File: config.mk
export PLATFORM = sky130hd
export DESIGN_NAME = mem_arb_2
export DESIGN_NICKNAME = d
export VERILOG_FILES = /design/src/rtl/mem_arb_2.sv
export SDC_FILE = /design/constraint.sdc
export NUM_CORES = 1
export LEC_CHECK = 0
export BUFFER_PORTS_ARGS = -buffer_cell sky130_fd_sc_hd__clkbuf_2
export CAP_MARGIN = 20
export CORE_AREA = 2 2 96 98
export DETAILED_ROUTE_END_ITERATION = 7
export DIE_AREA = 0 0 98 100
export REMOVE_ABC_BUFFERS = 1
export SLEW_MARGIN = 20
export SYNTH_ARGS = -nofsm -noshare
export SYNTH_HDL_FRONTEND = slang
export SYNTH_SLANG_ARGS = --single-unit
File: constraint.sdc
create_clock -name clk -period 2.1 [get_ports clk]
set_input_delay 0.42 -clock clk [delete_from_list [all_inputs] [get_ports clk]]
set_output_delay 0.42 -clock clk [all_outputs]
set_load 0.01 [all_outputs]
File: src/rtl/mem_arb_2.sv
// mem_arb_2: two-requester round-robin arbiter onto a single-port memory
// with a read-tag pipeline steering readdatavalid back to the issuing port.
module mem_arb_2 #(
  parameter int ADDR_W = 10,
  parameter int DATA_W = 32,
  parameter int RD_LAT = 1
) (
  input  logic                clk,
  input  logic                reset,
  input  logic [ADDR_W-1:0]   m0_address,
  input  logic                m0_read,
  input  logic                m0_write,
  input  logic [DATA_W-1:0]   m0_writedata,
  input  logic [DATA_W/8-1:0] m0_byteenable,
  output logic                m0_waitrequest,
  output logic [DATA_W-1:0]   m0_readdata,
  output logic                m0_readdatavalid,
  input  logic [ADDR_W-1:0]   m1_address,
  input  logic                m1_read,
  input  logic                m1_write,
  input  logic [DATA_W-1:0]   m1_writedata,
  input  logic [DATA_W/8-1:0] m1_byteenable,
  output logic                m1_waitrequest,
  output logic [DATA_W-1:0]   m1_readdata,
  output logic                m1_readdatavalid,
  output logic [ADDR_W-1:0]   mem_address,
  output logic                mem_clken,
  output logic                mem_chipselect,
  output logic                mem_write,
  output logic [DATA_W-1:0]   mem_writedata,
  output logic [DATA_W/8-1:0] mem_byteenable,
  input  logic [DATA_W-1:0]   mem_readdata,
  output logic                mem_reset_req
);
  logic req0, req1, g0, g1;
  logic rr_last_q, rr_last_d;
  logic [RD_LAT-1:0] tag_v_q, tag_v_d, tag_id_q, tag_id_d;
  always_comb begin
    req0 = m0_read | m0_write;
    req1 = m1_read | m1_write;
    g0 = ~reset & req0 & (~req1 | rr_last_q);
    g1 = ~reset & req1 & ~g0;
    rr_last_d = g0 ? 1'b0 : g1 ? 1'b1 : rr_last_q;
    // stage 0 takes the tag of this cycle's read; stage RD_LAT-1 lines up with mem_readdata
    tag_v_d[0] = (g0 & ~m0_write) | (g1 & ~m1_write);
    tag_id_d[0] = g1;
    for (int i = 1; i < RD_LAT; i++) begin
      tag_v_d[i] = tag_v_q[i-1];
      tag_id_d[i] = tag_id_q[i-1];
    end
  end
  always_ff @(posedge clk) begin
    if (reset) begin
      rr_last_q <= 1'b1;
      tag_v_q <= '0;
      tag_id_q <= '0;
    end else begin
      rr_last_q <= rr_last_d;
      tag_v_q <= tag_v_d;
      tag_id_q <= tag_id_d;
    end
  end
  assign m0_waitrequest = reset | (req0 & ~g0);
  assign m1_waitrequest = reset | (req1 & ~g1);
  assign mem_chipselect = g0 | g1;
  assign mem_write = g0 ? m0_write : (g1 & m1_write);
  assign mem_address = g0 ? m0_address : m1_address;
  assign mem_writedata = g0 ? m0_writedata : m1_writedata;
  assign mem_byteenable = g0 ? m0_byteenable : m1_byteenable;
  assign mem_clken = 1'b1;
  assign mem_reset_req = reset;
  assign m0_readdata = mem_readdata;
  assign m1_readdata = mem_readdata;
  assign m0_readdatavalid = tag_v_q[RD_LAT-1] & ~tag_id_q[RD_LAT-1];
  assign m1_readdatavalid = tag_v_q[RD_LAT-1] & tag_id_q[RD_LAT-1];
endmodule

==> Word level (Yosys, flattened, before mapping) <==
Index checks and enable logic that the tools add are counted.
{ "op_classes": {"mux": 6, "reduce_logical": 1, "n_div": 0, "n_addsub": 0, "shifts": 0, "bitwise_logic": 25, "multipliers": 0, "magnitude_cmp": 0, "eq_ne": 0} }
{ "op_table": {"columns": ["operator", "n"], "rows": [
  ["two-way mux 32 bit", 1],
  ["AND 1 bit", 11],
  ["two-way mux 10 bit", 1],
  ["NOT 1 bit", 7],
  ["OR 1 bit", 7],
  ["two-way mux 4 bit", 1],
  ["two-way mux 1 bit", 3],
  ["nonzero test 2 bit", 1]
]} }
{ "totals": {"wordCells": 35, "mem_count": 0, "ff_bits": 3, "ram_bits": 0, "latch_bits": 0, "input_bits": 130, "output_inout_bits": 118, "mem_bits_ro": 0} }

==> Longest topological paths before layout <==
Gate-level depths: netlist of run 1.
{ "logic_depth": {"ltp_word": 9, "ltp_mapped": 5, "mapped_depth_nobuf": 3} }

==> Worst setup path before layout of run 1 <==
No wires, ideal clock.
{ "synth_path": {"kind": "in2out", "start": "in m1_read", "end": "out mem_writedata[10]", "slack_ns": 0.217, "required_ns": 1.680, "path_stages": 5, "n_path_buf": 2, "arrival_time_ns": 1.463, "path_cell_list": "o21ba_2 > nor3_4 > buf_6 > buf_12 > mux2_1"} }
{ "synth_via": {"elab_chain_cells": 5} }
{ "synth_lines": {"columns": ["element", "line_no", "text"], "rows": [
  ["start, declared", "19", "input logic m1_read,"],
  ["OR 1 bit", "40", "req1 = m1_read | m1_write;"],
  ["NOT 1 bit", "41", "g0 = ~reset & req0 & (~req1 | rr_last_q);"],
  ["OR 1 bit", "41", null],
  ["AND 1 bit", "41", null],
  ["two-way mux 32 bit", "68", "assign mem_writedata = g0 ? m0_writedata : m1_writedata;"],
  ["end, declared", "30", "output logic [DATA_W-1:0] mem_writedata,"]
]} }
Every way passes these cells.

==> Worst setup path after layout of run 1 <==
{ "layout_path": {"start": "in m1_write", "end": "out mem_writedata[3]"} }
{ "layout_via": {"elab_chain_cells": 5} }
{ "layout_lines": {"columns": ["element", "line_no", "text"], "rows": [
  ["start, declared", "20", "input logic m1_write,"],
  ["OR 1 bit", "40", null],
  ["NOT 1 bit", "41", null],
  ["OR 1 bit", "41", null],
  ["AND 1 bit", "41", null],
  ["two-way mux 32 bit", "68", null]
]} }
Every way passes these cells.

==> reports/metrics.yaml, run 1 <==
sta:
  timing.final.ws_setup_ps: -23.25
  skew_ps: 2.103
  fin_hold_ws_ps: 440.9
  finalSetupTns_ps: -178.8
  drv_slew: 0
  post-route-period-util: 1.011
  setup_viol: 12
  fmax_ghz: 0.4710
  rsz0062_at_grt: "true"
  finalHoldViolations: 0
  period_needed_ps: 2123
floorplanning:
  top_level_ports: 248
  die_area_mm2: 0.009800
  core_mm2: 0.008890
  start_util: 0.1512
  core.rowCount: 35
  die_height_um: 100
  fp.dieW_um: 98
final_layout:
  synthToLayoutAreaGrowth_pct: 73.93
  layout.nets: 375
  drive_gt1_frac: 0.9016
  antenna_cells: 0
route:
  vias_per_cell: 4.163
  wl_met2_um: 2780
  vias: 1478
  first_iter_violations: 22
  wl_met3_um: 1373
  top_layer: "met5"
  avgRoutedWirePerCell_um: 21.08
  drcViolationCount: 0
  routed_wl_um: 7482
  drt_first_pass_iters: 4
  drt-met1-wl_um: 3190
  drtAntennaViolNets: 0
clock_tree:
  cts_sinks: 3
  path_clk_slew_ps: 30
  cts-root-buf: "clkbuf_8"
  clk_latency_ps: 220
  cts_inserted_buffers: 3
  cts_tree: "yes"
  ctsHoldBuffers: 0
  h-tree-depth: 1
  cts_buffer_depth: 2
setup_path:
  slowest_stage: "mux2_4"
  end_kind: "output port"
  cp_data_required_time_ps: 1680
  max_stage_delay_ps: 340
  cp-start-kind: "input port"
  path_cells: "buf_6 > o21ba_4 > nor3_4 > buf_6 > buf_12 > mux2_4 > buf_6"
  worstPathMaxFanout: 6
  critPathKind: "input port to output port"
  critPathTopFamily: "buffers and inverters"
  cp_common_cell: "buf_6"
  cp.buffers_inverters: 4
  arrival_ps: 1700
synth:
  synth.cell_area_mm2: 0.001344
  synth_edf_count: 0
  yosysWarnings: 0
  ys_seq_area_frac: 0.04469
  synth_commonest_cells: "buf_4, mux2_2, mux2_4"
  syn_area_per_cell_um2: 9.530
  synth_most_common_cell: "buf_4"
  synth_area_leader_cell: "buf_4"
  synth_top_area_share: 0.3799
  synth_cells: 141
  synth_cell_type_count: 23
  synth_ff_type: "dfxtp_1"
  ys_async_sr_fraction: 0
  synthTopCellsByArea: "buf_4, mux2_2, mux2_4"
  ys_ff_latch: 3
global_routing:
  grt_pass1_wl_um: 8728
  grt_pass1_vias: 1327
  grt_max_degree: 20
  antenna_found_initial: 0
  track_usage: 0.1237
  grt_overflow: 0
run_status:
  status: "finished, violations left"
  violations: "setup timing"
flow_run:
  maxCapViolCount: 0
place:
  dp_hpwl_um: 5589
  routabilityCongestion: 0.7540
  io_buffer_count: 150
  post-place-ws_ps: -132.5
min_path:
  hold_class: "input port to register"
power_and_ir_drop:
  ir_worst_vdd_uv: 98.94
  p_total_mw: 0.8708
  power_density_mw_per_mm2: 372.6
  power_leakage_nw: 1.281
where the power goes:
part / switching (mW) / total, mW / internal [mW]
Clock: 0.0402 / 0.170 / 0.130
Sequential: 0.00172 / 0.0639 / 0.0622
Combinational: 0.236 / 0.637 / 0.402
cell type report:
type	count	area, um2
Sequential cell	3	60.06
Multi-Input combinational cell	66	818.3
Fill cell	944	6553
Timing Repair Buffer	170	1271
Inverter	1	3.754
Clock buffer	4	45.04
Tap cell	111	138.9
cells in the final DEF (no fill, tap or decap):
master and n:
a21oi_1 2, and2_1 1, buf_12 2, buf_16 1, buf_4 8, buf_6 38, buf_8 1, clkbuf_1 1
clkbuf_16 5, clkbuf_2 115, clkbuf_8 3, conb_1 1, dfxtp_1 3, inv_1 1, mux2_1 2, mux2_2 1
mux2_4 43, mux2i_1 1, nand2_1 1, nand3b_1 1, nor2_1 1, nor2_2 1, nor2b_1 2, nor3_1 3
nor3_4 1, nor3b_1 1, o21ai_0 1, o21ba_4 1, o31ai_1 2
repair_timing:
action                     4_1_cts  5_1_grt
cloned                           1        7
resized for setup                5      103
pin swaps                        1        2
buffers inserted                 2        2
setup endpoints to repair       42       46
metrics by stage:
| stage | utilization | cell area [um2] | cells |
|---|---|---|---|
| 6_report | 0.2629 | 2337 | 355 |
| 2_1_floorplan | - | 782.0 | 70 |
| 5_1_grt | 0.2629 | 2337 | 355 |
| 3_5_place_dp | 0.1962 | 1744 | 339 |
| 4_1_cts | 0.2077 | 1847 | 346 |
| 3_3_place_gp | 0.1962 | 1744 | 339 |
state kept, by name (all words and copies together), names as in the netlist:
signal and count:
rr_last_q 1, tag_id_q 1, tag_v_q 1
path summary, 6_finish.rpt:
check	startpoint	endpoint	slack (ps)	cells after the start
worst max-delay path	m1_write	mem_writedata[3]	-20	7
worst min-delay path	m0_write	tag_v_q	440	2
worst max register to register	rr_last_q	tag_v_q	930	5
worst min register to register	rr_last_q	rr_last_q	640	3
kinds of logic after synthesis:
kind of cell / Yosys count / share of synthesized area
simple gates: 12 / 0.05866
other cells: 1 / 0.002791
buf+inv: 72 / 0.4209
mux: 47 / 0.4432
flops: 3 / 0.04469
compound gates: 6 / 0.02979
routing by layer:
layer / vias up / global-route usage
li1: 617 / -
met1: 671 / 0.1604
met2: 176 / 0.1359
met3: 9 / 0.1177
met4: 5 / 0.02244
met5: - / 0.08718
Note: power is estimated with default switching activity, not from simulation.
==> inputs of run 2 (changes only) <==
--- a/config.mk
+++ b/config.mk
@@ -10,7 +10,6 @@
 export CORE_AREA = 2 2 96 98
 export DETAILED_ROUTE_END_ITERATION = 7
 export DIE_AREA = 0 0 98 100
-export REMOVE_ABC_BUFFERS = 1
 export SLEW_MARGIN = 20
 export SYNTH_ARGS = -nofsm -noshare
 export SYNTH_HDL_FRONTEND = slang
==> run 2 against run 1 <==
Against the previous run:
- largest power group unchanged
- sequential share of layout area is 0.35 points higher
- core utilization down 2.7 points
- clock skew decreased by 2.0 ps
- die area stayed put
- the flow still finishes with violations (setup timing)
- register-to-register slack worse by 110 ps
- sequential power rose by 1%
==> reports/metrics.yaml, run 2 (same netlist as run 1, synthesis figures left out) <==
setup_path:
  worstPathMaxFanout: 4
  cp_common_cell: "buf_6"
  max_stage_delay_ps: 310
  startpoint: "m1_write"
  critPathKind: "input port to output port"
  arrival_ps: 1680
  r2r_start: "rr_last_q"
  path_cells: "buf_6 > o21ba_4 > nor3_4 > buf_6 > clkbuf_16 > mux2_4 > buf_6"
  cp_data_required_time_ps: 1680
  cp-start-kind: "input port"
  slowest_stage: "mux2_4"
  end_kind: "output port"
clock_tree:
  cts-root-buf: "clkbuf_8"
  ctsHoldBuffers: 0
  path_clk_slew_ps: 30
  cts_buffer_depth: 2
  cts_inserted_buffers: 3
  h-tree-depth: 1
  cts_tree: "yes"
  cts_sinks: 3
  clk_latency_ps: 210
global_routing:
  track_usage: 0.07529
  grt_max_degree: 18
  grt_pass1_wl_um: 5885
  grt_overflow: 0
  antenna_found_initial: 0
  grt_pass1_vias: 1248
power_and_ir_drop:
  p_int_mw: 0.5270
  p_clk_frac: 0.217
  switchingPower_mw: 0.2399
  sw_frac_of_total: 0.3128
  ir_worst_vdd_uv: 153.7
  p_total_mw: 0.7669
  seq_power_share: 0.084
  power_leakage_nw: 1.167
  power_density_mw_per_mm2: 365.0
  power_frac_comb: 0.699
sta:
  setup_viol: 1
  fin_hold_ws_ps: 449.3
  period_needed_ps: 2104
  post-route-period-util: 1.002
  fmax_ghz: 0.4753
  skew_ps: 0.05830
  rsz0062_at_grt: "true"
  finalHoldViolations: 0
  drv_slew: 0
  timing.final.ws_setup_ps: -3.844
min_path:
  hold_start: "m0_write"
  hold_class: "input port to register"
route:
  drt_first_pass_iters: 3
  drcViolationCount: 0
  drtAntennaViolNets: 0
  first_iter_violations: 12
  top_layer: "met4"
  vias_per_cell: 3.776
  vias: 1314
  avgRoutedWirePerCell_um: 12.39
  wl_met3_um: 639
  routed_wl_um: 4310
  wl_met2_um: 2239
  drt-met1-wl_um: 1401
final_layout:
  synthToLayoutAreaGrowth_pct: 56.33
  layout_common_cells: "clkbuf_2, mux2_4, buf_6"
  top_regs: "rr_last_q x1, tag_id_q x1, tag_v_q x1"
  layout.nets: 368
  drive_gt1_frac: 0.9030
  layout_commonest_cell: "clkbuf_2"
  antenna_cells: 0
place:
  io_buffer_count: 150
  dp_hpwl_um: 3477
  routabilityCongestion: 0.7698
floorplanning:
  die_height_um: 100
  start_util: 0.1512
  fp.dieW_um: 98
  top_level_ports: 248
  core_mm2: 0.008890
  core.rowCount: 35
  die_area_mm2: 0.009800
run_status:
  status: "finished, violations left"
  violations: "setup timing"
flow_run:
  maxCapViolCount: 0
synth:
  synth_nets: 271
-- run 2: metal layers --
layer	global-route usage	up-vias
met5	0	-
met4	0.02030	0
met3	0.03760	5
met2	0.1375	147
met1	0.07621	559
li1	-	603
-- run 2: path summary, 6_finish.rpt --
path / end / slack (ps) / depth (start not counted)
worst max-delay path: mem_writedata[2] / -4 / 7
worst min-delay path: tag_v_q / 450 / 2
worst max register to register: tag_v_q / 820 / 5
worst min register to register: rr_last_q / 660 / 3
-- run 2: power by group through the flow --
stage / sequential [mW] / combinational [mW] / clock (mW)
6_report: 0.0647 / 0.536 / 0.166
5_1_grt: 0.0656 / 0.572 / 0.175
4_1_cts: 0.0647 / 0.484 / 0.172
3_5_place_dp: 0.0661 / 0.422 / 0
3_3_place_gp: 0.0660 / 0.418 / 0
2_1_floorplan: 0.0654 / 0.362 / 0
-- run 2: cell type report --
| class | instances | area (um2) |
|---|---|---|
| Fill cell | 956 | 6789 |
| Tap cell | 111 | 138.9 |
| Clock buffer | 4 | 45.04 |
| Timing Repair Buffer | 163 | 1060 |
| Sequential cell | 3 | 61.31 |
| Multi-Input combinational cell | 66 | 792.0 |
| Inverter | 1 | 3.754 |
-- run 2: timing repair --
item                       CTS  global route
setup endpoints to repair   46            46
setup buffers                4             0
resized for setup           21            44
gates cloned                 2             2
pin swaps                    1             2
-- run 2: stage by stage --
| stage | worst slack, ps | TNS, ps | utilization | std cells | instance area, um2 |
|---|---|---|---|---|---|
| final | -3.844 | -3.844 | 0.2363 | 348 | 2101 |
| after global routing | -58.37 | -1439 | 0.2363 | 348 | 2101 |
| after CTS | -79.89 | -2389 | 0.2173 | 347 | 1932 |
| after detailed placement | -20.98 | -41.41 | 0.1945 | 337 | 1729 |
| after global placement | -0.9871 | -0.9871 | 0.1945 | 337 | 1729 |
| after floorplan | 216.7 | 0 | - | 141 | 1344 |
-- run 2: critical path, delay by kind of cell --
family | cells | cell delay, ps
compound gates | 1 | 220
mux | 1 | 310
simple gates | 1 | 180
buf+inv | 4 | 560
